## config.mk

```make
export PLATFORM = sky130hd
export DESIGN_NAME = csum_stream_engine
export DESIGN_NICKNAME = d
export VERILOG_FILES = /design/src/rtl/csum_pkg.sv /design/src/rtl/csum_res_fifo.sv /design/src/rtl/csum_stream_engine.sv
export SDC_FILE = /design/constraint.sdc
export NUM_CORES = 2
export LEC_CHECK = 0
export BUFFER_PORTS_ARGS = -buffer_cell sky130_fd_sc_hd__buf_2
export CORE_MARGIN = 3
export CORE_UTILIZATION = 40
export CTS_CLUSTER_DIAMETER = 120
export CTS_CLUSTER_SIZE = 14
export DETAILED_ROUTE_END_ITERATION = 7
export PLACE_DENSITY = 0.6
export RECOVER_POWER = 50
export SYNTH_ARGS = -nofsm -noshare
export SYNTH_HDL_FRONTEND = slang
export SYNTH_SLANG_ARGS = --single-unit
```

## constraint.sdc

```tcl
create_clock -name clk -period 13.1 [get_ports clk]
set_clock_uncertainty 0.2 [all_clocks]
set_input_delay 1.965 -clock clk [delete_from_list [all_inputs] [get_ports clk]]
set_output_delay 1.965 -clock clk [all_outputs]
set_load 0.005 [all_outputs]
```

## src/rtl/csum_pkg.sv

```systemverilog
// Shared helpers for the streaming ones-complement checksum engine.
// fold  : 32-bit partial sum -> 16-bit end-around-carry sum (two folds).
// bswap : swap the two bytes of a 16-bit word.
package csum_pkg;
  localparam int CSUM_W = 16;
  localparam int LEN_W  = 16;

  // Two folds are always enough for a 32-bit input: after the first
  // the value is at most 0x1FFFE, and 0xFFFE + 1 cannot carry again.
  function automatic logic [CSUM_W-1:0] fold(input logic [31:0] x);
    logic [16:0] s;
    s = {1'b0, x[15:0]} + {1'b0, x[31:16]};
    s = {1'b0, s[15:0]} + {16'h0, s[16]};
    return s[15:0];
  endfunction

  function automatic logic [CSUM_W-1:0] bswap(input logic [CSUM_W-1:0] x);
    return {x[7:0], x[15:8]};
  endfunction
endpackage

```

## src/rtl/csum_res_fifo.sv

```systemverilog
// Synchronous result FIFO with occupancy count.
// push/din  : write side (ignored when full unless a pop happens in the same cycle)
// pop/dout  : read side, dout shows the head entry (0 when empty)
// count     : number of stored entries
module csum_res_fifo #(
  parameter int WIDTH = 32,
  parameter int DEPTH = 4
) (
  input  logic                       clk,
  input  logic                       rst,
  input  logic                       push,
  input  logic [WIDTH-1:0]           din,
  input  logic                       pop,
  output logic [WIDTH-1:0]           dout,
  output logic [$clog2(DEPTH+1)-1:0] count
);
  localparam int AW = $clog2(DEPTH);
  localparam int CNT_W = $clog2(DEPTH+1);

  logic [WIDTH-1:0] mem [DEPTH];
  logic [AW-1:0]    wr_ptr, rd_ptr;
  logic             do_push, do_pop;

  assign do_pop  = pop && (count != '0);
  assign do_push = push && ((count != CNT_W'(DEPTH)) || do_pop);
  assign dout    = (count != '0) ? mem[rd_ptr] : '0;

  always_ff @(posedge clk) begin
    if (rst) begin
      wr_ptr <= '0;
      rd_ptr <= '0;
      count  <= '0;
    end else begin
      if (do_push) wr_ptr <= wr_ptr + AW'(1);
      if (do_pop)  rd_ptr <= rd_ptr + AW'(1);
      if (do_push && !do_pop)      count <= count + CNT_W'(1);
      else if (!do_push && do_pop) count <= count - CNT_W'(1);
    end
  end

  always_ff @(posedge clk) begin
    if (do_push) mem[wr_ptr] <= din;
  end
endmodule

```

## src/rtl/csum_stream_engine.sv

```systemverilog
// Streaming RFC 1071 checksum engine with per-frame start offset and seed.
// in_*   : valid/ready beat stream; in_start/in_seed sampled on a frame's first beat
// csum_* : valid/ready result stream, complemented checksum plus summed byte count
// Pipeline: S1 mask+reduce, S2 accumulate, S3 finalise, then the result FIFO.
module csum_stream_engine
  import csum_pkg::*;
#(
  parameter int DATA_WIDTH = 256,
  parameter int KEEP_WIDTH = DATA_WIDTH/8,
  parameter int REVERSE    = 1,
  parameter int RES_DEPTH  = 4,
  parameter int ZERO_SUB   = 0
) (
  input  logic                  clk,
  input  logic                  rst,
  input  logic                  in_valid,
  output logic                  in_ready,
  input  logic                  in_last,
  input  logic [DATA_WIDTH-1:0] in_data,
  input  logic [KEEP_WIDTH-1:0] in_keep,
  input  logic [15:0]           in_start,
  input  logic [15:0]           in_seed,
  output logic                  csum_valid,
  input  logic                  csum_ready,
  output logic [15:0]           csum_out,
  output logic [15:0]           csum_len
);
  localparam int NW    = KEEP_WIDTH/2;
  localparam int CW    = $clog2(KEEP_WIDTH+1);
  localparam int FCW   = $clog2(RES_DEPTH+1);

  // ---- input side: frame tracking, mask and reduction ----
  logic                  in_fire, first_q;
  logic [15:0]           fb_q, start_q, cur_fb, cur_start;
  logic [16:0]           fb_sum;
  logic [KEEP_WIDTH-1:0] incl;
  logic [DATA_WIDTH-1:0] mdata;
  logic [31:0]           partial;
  logic [CW-1:0]         cnt;

  always_comb begin
    cur_fb    = first_q ? '0 : fb_q;
    cur_start = first_q ? in_start : start_q;
    fb_sum    = {1'b0, cur_fb} + 17'(KEEP_WIDTH);
    incl      = '0;
    mdata     = '0;
    cnt       = '0;
    partial   = '0;
    // 17-bit compare so a saturated fb still includes every later byte
    for (int j = 0; j < KEEP_WIDTH; j++) begin
      incl[j] = in_keep[j] && (({1'b0, cur_fb} + 17'(j)) >= {1'b0, cur_start});
      if (incl[j]) mdata[8*j +: 8] = in_data[8*j +: 8];
      cnt = cnt + CW'(incl[j]);
    end
    // Even lanes are even frame bytes since KEEP_WIDTH is even
    for (int w = 0; w < NW; w++) begin
      if (REVERSE != 0) partial = partial + {16'h0, mdata[16*w +: 8], mdata[16*w+8 +: 8]};
      else              partial = partial + {16'h0, mdata[16*w +: 16]};
    end
  end

  always_ff @(posedge clk) begin
    if (rst) begin
      first_q <= 1'b1;
      fb_q    <= '0;
      start_q <= '0;
    end else if (in_fire) begin
      first_q <= in_last;
      fb_q    <= in_last ? '0 : (fb_sum[16] ? 16'hFFFF : fb_sum[15:0]);
      start_q <= cur_start;
    end
  end

  // ---- S1 ----
  logic          s1_vld, s1_last, s1_first, s1_odd;
  logic [15:0]   s1_seed;
  logic [31:0]   s1_sum;
  logic [CW-1:0] s1_cnt;

  always_ff @(posedge clk) begin
    if (rst) begin
      s1_vld <= 1'b0; s1_last <= 1'b0; s1_first <= 1'b0; s1_odd <= 1'b0;
      s1_seed <= '0; s1_sum <= '0; s1_cnt <= '0;
    end else begin
      s1_vld   <= in_fire;
      s1_last  <= in_last;
      s1_first <= first_q;
      s1_odd   <= cur_start[0];
      s1_seed  <= in_seed;
      s1_sum   <= partial;
      s1_cnt   <= cnt;
    end
  end

  // ---- S2: accumulate ----
  // For an odd start the seed enters pre-swapped; the final swap then
  // restores it, leaving seed + swap(data sum).
  logic              s2_fin, odd_q;
  logic [CSUM_W-1:0] acc_q, base;
  logic [LEN_W-1:0]  len_q, len_base;
  logic [16:0]       len_sum;

  always_comb begin
    base     = s1_first ? (s1_odd ? bswap(s1_seed) : s1_seed) : acc_q;
    len_base = s1_first ? '0 : len_q;
    len_sum  = {1'b0, len_base} + 17'(s1_cnt);
  end

  always_ff @(posedge clk) begin
    if (rst) begin
      s2_fin <= 1'b0; odd_q <= 1'b0; acc_q <= '0; len_q <= '0;
    end else begin
      s2_fin <= s1_vld && s1_last;
      if (s1_vld) begin
        acc_q <= fold({16'h0, base} + s1_sum);
        len_q <= len_sum[16] ? 16'hFFFF : len_sum[15:0];
        if (s1_first) odd_q <= s1_odd;
      end
    end
  end

  // ---- S3: finalise ----
  logic              s3_vld;
  logic [31:0]       s3_data;
  logic [CSUM_W-1:0] res;

  always_comb begin
    res = ~(odd_q ? bswap(acc_q) : acc_q);
    if ((ZERO_SUB != 0) && (res == '0)) res = 16'hFFFF;
  end

  always_ff @(posedge clk) begin
    if (rst) begin
      s3_vld  <= 1'b0;
      s3_data <= '0;
    end else begin
      s3_vld  <= s2_fin;
      s3_data <= {res, len_q};
    end
  end

  // ---- result FIFO and flow control ----
  logic [FCW-1:0] fifo_count;
  logic [31:0]    fifo_dout;
  logic [2:0]     in_flight;
  logic           fifo_pop;

  // Reserve a FIFO slot for every frame end still in the pipeline
  assign in_flight = 3'(s1_vld && s1_last) + 3'(s2_fin) + 3'(s3_vld);
  assign in_ready  = !rst && ((32'(fifo_count) + 32'(in_flight)) < 32'(RES_DEPTH));
  assign in_fire   = in_valid && in_ready;

  assign csum_valid = (fifo_count != '0);
  assign fifo_pop   = csum_valid && csum_ready;
  assign csum_out   = fifo_dout[31:16];
  assign csum_len   = fifo_dout[15:0];

  csum_res_fifo #(.WIDTH(32), .DEPTH(RES_DEPTH)) u_fifo (
    .clk   (clk),
    .rst   (rst),
    .push  (s3_vld),
    .din   (s3_data),
    .pop   (fifo_pop),
    .dout  (fifo_dout),
    .count (fifo_count)
  );
endmodule

```

==> results.ini <==
[outcome]
outcome = complete, but fails checks
violations = capacitance limit, slew limit

[power_and_ir_drop]
ir_drop_uv = 82.70
clock_power_share_pct = 25.6
total_power_mw = 2.800
seqPwrFrac_pct = 36.7
p_comb_share_pct = 37.7
p_int_mw = 1.751
powerDensity_nw_per_um2 = 67.24
p_leak_nw = 20.07
p_switching_mw = 1.049
swShare_pct = 37.47

[final_layout]
fin_nets = 5532
stdcell_count = 5731
area_growth_pct = 12.14
most-common-layout-cells = 499 x ha_1, 356 x buf_2, 353 x inv_1
drive_gt1_share_pct = 13.38
layout_commonest_cell = ha_1
fin_util_pct = 45.36
fin_area_sq_um = 41640

[global_routing]
grt.overflow.total = 0
grt_pass1_vias = 33513
grt_antenna_before_repair = 18
grt_pass1_wl_mm = 229.0
grt_max_degree = 83
grt.total_usage_pct = 31.90

[route]
route.vias.total = 34096
ant_nets = 0
drc = 0
drt-wirelength-per-cell_um = 27.66
routed_wl_mm = 158.5
firstDrtPassIters = 5
drtIter0Drc = 3763
avgViaCountPerCell = 5.949

[floorplanning]
die_area_sq_um = 96530
core_sq_um = 91800
die_h_um = 310.7
rows = 111
ios = 359
initial_utilization_pct = 40.45
dieWidth_um = 310.7

[worst_setup_path]
arrival_ns = 12.00
cp_common_cell = fa_1
path_class = reg2reg
crit_path_start_kind = register
cpPeakStageDelay_ns = 0.68
cp_data_required_time_ns = 13.32
slowest_stage = dfxtp_4
rr_worst_depth = 35
crit_fanout = 35
crit_path_end_kind = register

[cts]
cts_tree = yes
holdBufCountCts = 0
ctsHtreeMaxLevel = 1
ctsLongestPathBuffers = 3
numCtsBuffers = 25
post-cts-setup-buffers = 0
clkLatencyLatePin_ns = 0.59
clock-sinks = 284
clock-root-buffer = clkbuf_16
clkSlewWorstSetupHoldPaths_ns = 0.08
cts_resized = 0

[flow_run]
cap_violations = 7

[synth]
synth.area.top_cells = ha_1 17%, fa_1 13%, edfxtp_1 10%, dfxtp_1 8.4%, xnor2_1 6.8%
synth_warnings = 0
seq_area_frac_synth_pct = 18.76
synth_edf_count = 128
synthDistinctLibCells = 79
ys_ff_latch = 284
async_reset_ff_share_pct = 0
ys.flop_type = dfxtp_1
yosysTopAreaCellShare_pct = 16.81
syn_area_sq_um = 37130
syn_avg_cell_area_sq_um = 8.950
synthCells = 4149
syn_nets = 5222
yosysTopAreaCell = ha_1

[timing]
worstMarginPinSlew_ns = 3.369
hold_viol_final = 0
post-route-period-util_pct = 89.96
rsz0062_at_grt = false
layout_setup_ws_ns = 1.315
drv_slew = 214
fin_crit_ns = 11.78
fmax_mhz = 84.86
setup-tns-final_ns = 0
report.final.setup_viol = 0
relSlewSlack_pct = -124.6
fin_hold_ws_ns = 0.2702

[placement]
place_congestion = 1.027
place_area_sq_um = 40910
place_ws_ns = 1.096
hpwl_mm = 124.9
numPortBuffers = 358
dp.cells = 5675

[hold_path]
hold_path.class = reg2reg
hold_depth = 2

[worst max-delay path: cells and delay by family (launching register included)]
kind,cells,cell delay [ns]
simple gates,6,1.68
fa+ha+maj,10,4.61
flops,1,0.68
xor+xnor,1,0.23
compound gates,14,3.72
buf+inv,4,0.45
[cell usage after synthesis, drive strengths merged (36+ instances only)]
library cell  count
nand3            58
dfxtp           156
nor2b           124
xor2            129
nand4            86
nand2           216
ha              499
and2             50
o211ai          150
a21oi           217
edfxtp          128
o21a             95
clkbuf          150
o21ai           136
nor2            355
a21o            104
nor3             44
inv             357
buf              50
xnor2           290
mux2i            36
fa              249
o211a            54
a211oi           90
[metal layers]
metal	vias to the layer above	share of wire [%]	global-route usage (%)	wire (um)
li1	15270	-	-	-
met1	16369	41	43.46	65710
met2	2003	41	46.69	64480
met3	442	12	8.818	19270
met4	12	5.7	15.10	9006
met5	-	0.045	0	71
[layout make-up]
type                    count  area (sq um)
well taps                1243          1555
diodes                     12         30.03
clock buffers              40         681.9
repair buffers            483          2714
multi-input cells        3295         28250
inverters                 370          1389
flip-flops and latches    284          6973
clock inverters             4         50.05
fillers                  9084         50160
[power groups by stage]
stage | logic (mW) | clock network, mW | registers (mW)
2_1_floorplan | 0.630 | 0 | 1.01
3_3_place_gp | 1.03 | 0 | 1.04
3_5_place_dp | 1.03 | 0 | 1.05
4_1_cts | 1.04 | 0.733 | 1.03
5_1_grt | 1.15 | 0.764 | 1.03
6_report | 1.06 | 0.716 | 1.03
[worst paths after layout]
kind                         from               endpoint  slack [ns]
min reg2reg     s2_fin$_SDFF_PP0_      s3_vld$_SDFF_PP0_        0.27
max reg2reg  first_q$_SDFFE_PP1P_  s1_sum[20]$_SDFF_PP0_        1.32
min             s2_fin$_SDFF_PP0_      s3_vld$_SDFF_PP0_        0.27
max          first_q$_SDFFE_PP1P_  s1_sum[20]$_SDFF_PP0_        1.32
[kinds of logic (layout without fill, tap and decap cells)]
kind of cell / Yosys count / after routing / share of synthesized area [%]
muxes: 68 / 68 / 2.911
DFF: 284 / 284 / 18.76
xor gates and xnor gates: 419 / 419 / 9.882
buffers and inverters: 570 / 897 / 5.772
adders and majority gates: 748 / 748 / 30.24
and+or+nand+nor: 1050 / 1050 / 13.71
other: 0 / 12 / 0
AOI/OAI and AO/OA: 1010 / 1010 / 18.72
[state kept, by name (all words and copies together), names as in the netlist, 3 cells and up, named ones only]
| register | count |
|---|---|
| acc_q | 16 |
| fb_q | 16 |
| len_q | 16 |
| s1_cnt | 6 |
| s1_seed | 16 |
| s1_sum | 21 |
| s3_data | 32 |
| start_q | 16 |
| u_fifo.count | 3 |
| u_fifo.mem | 128 |
Power figures use the tool's default switching activity.
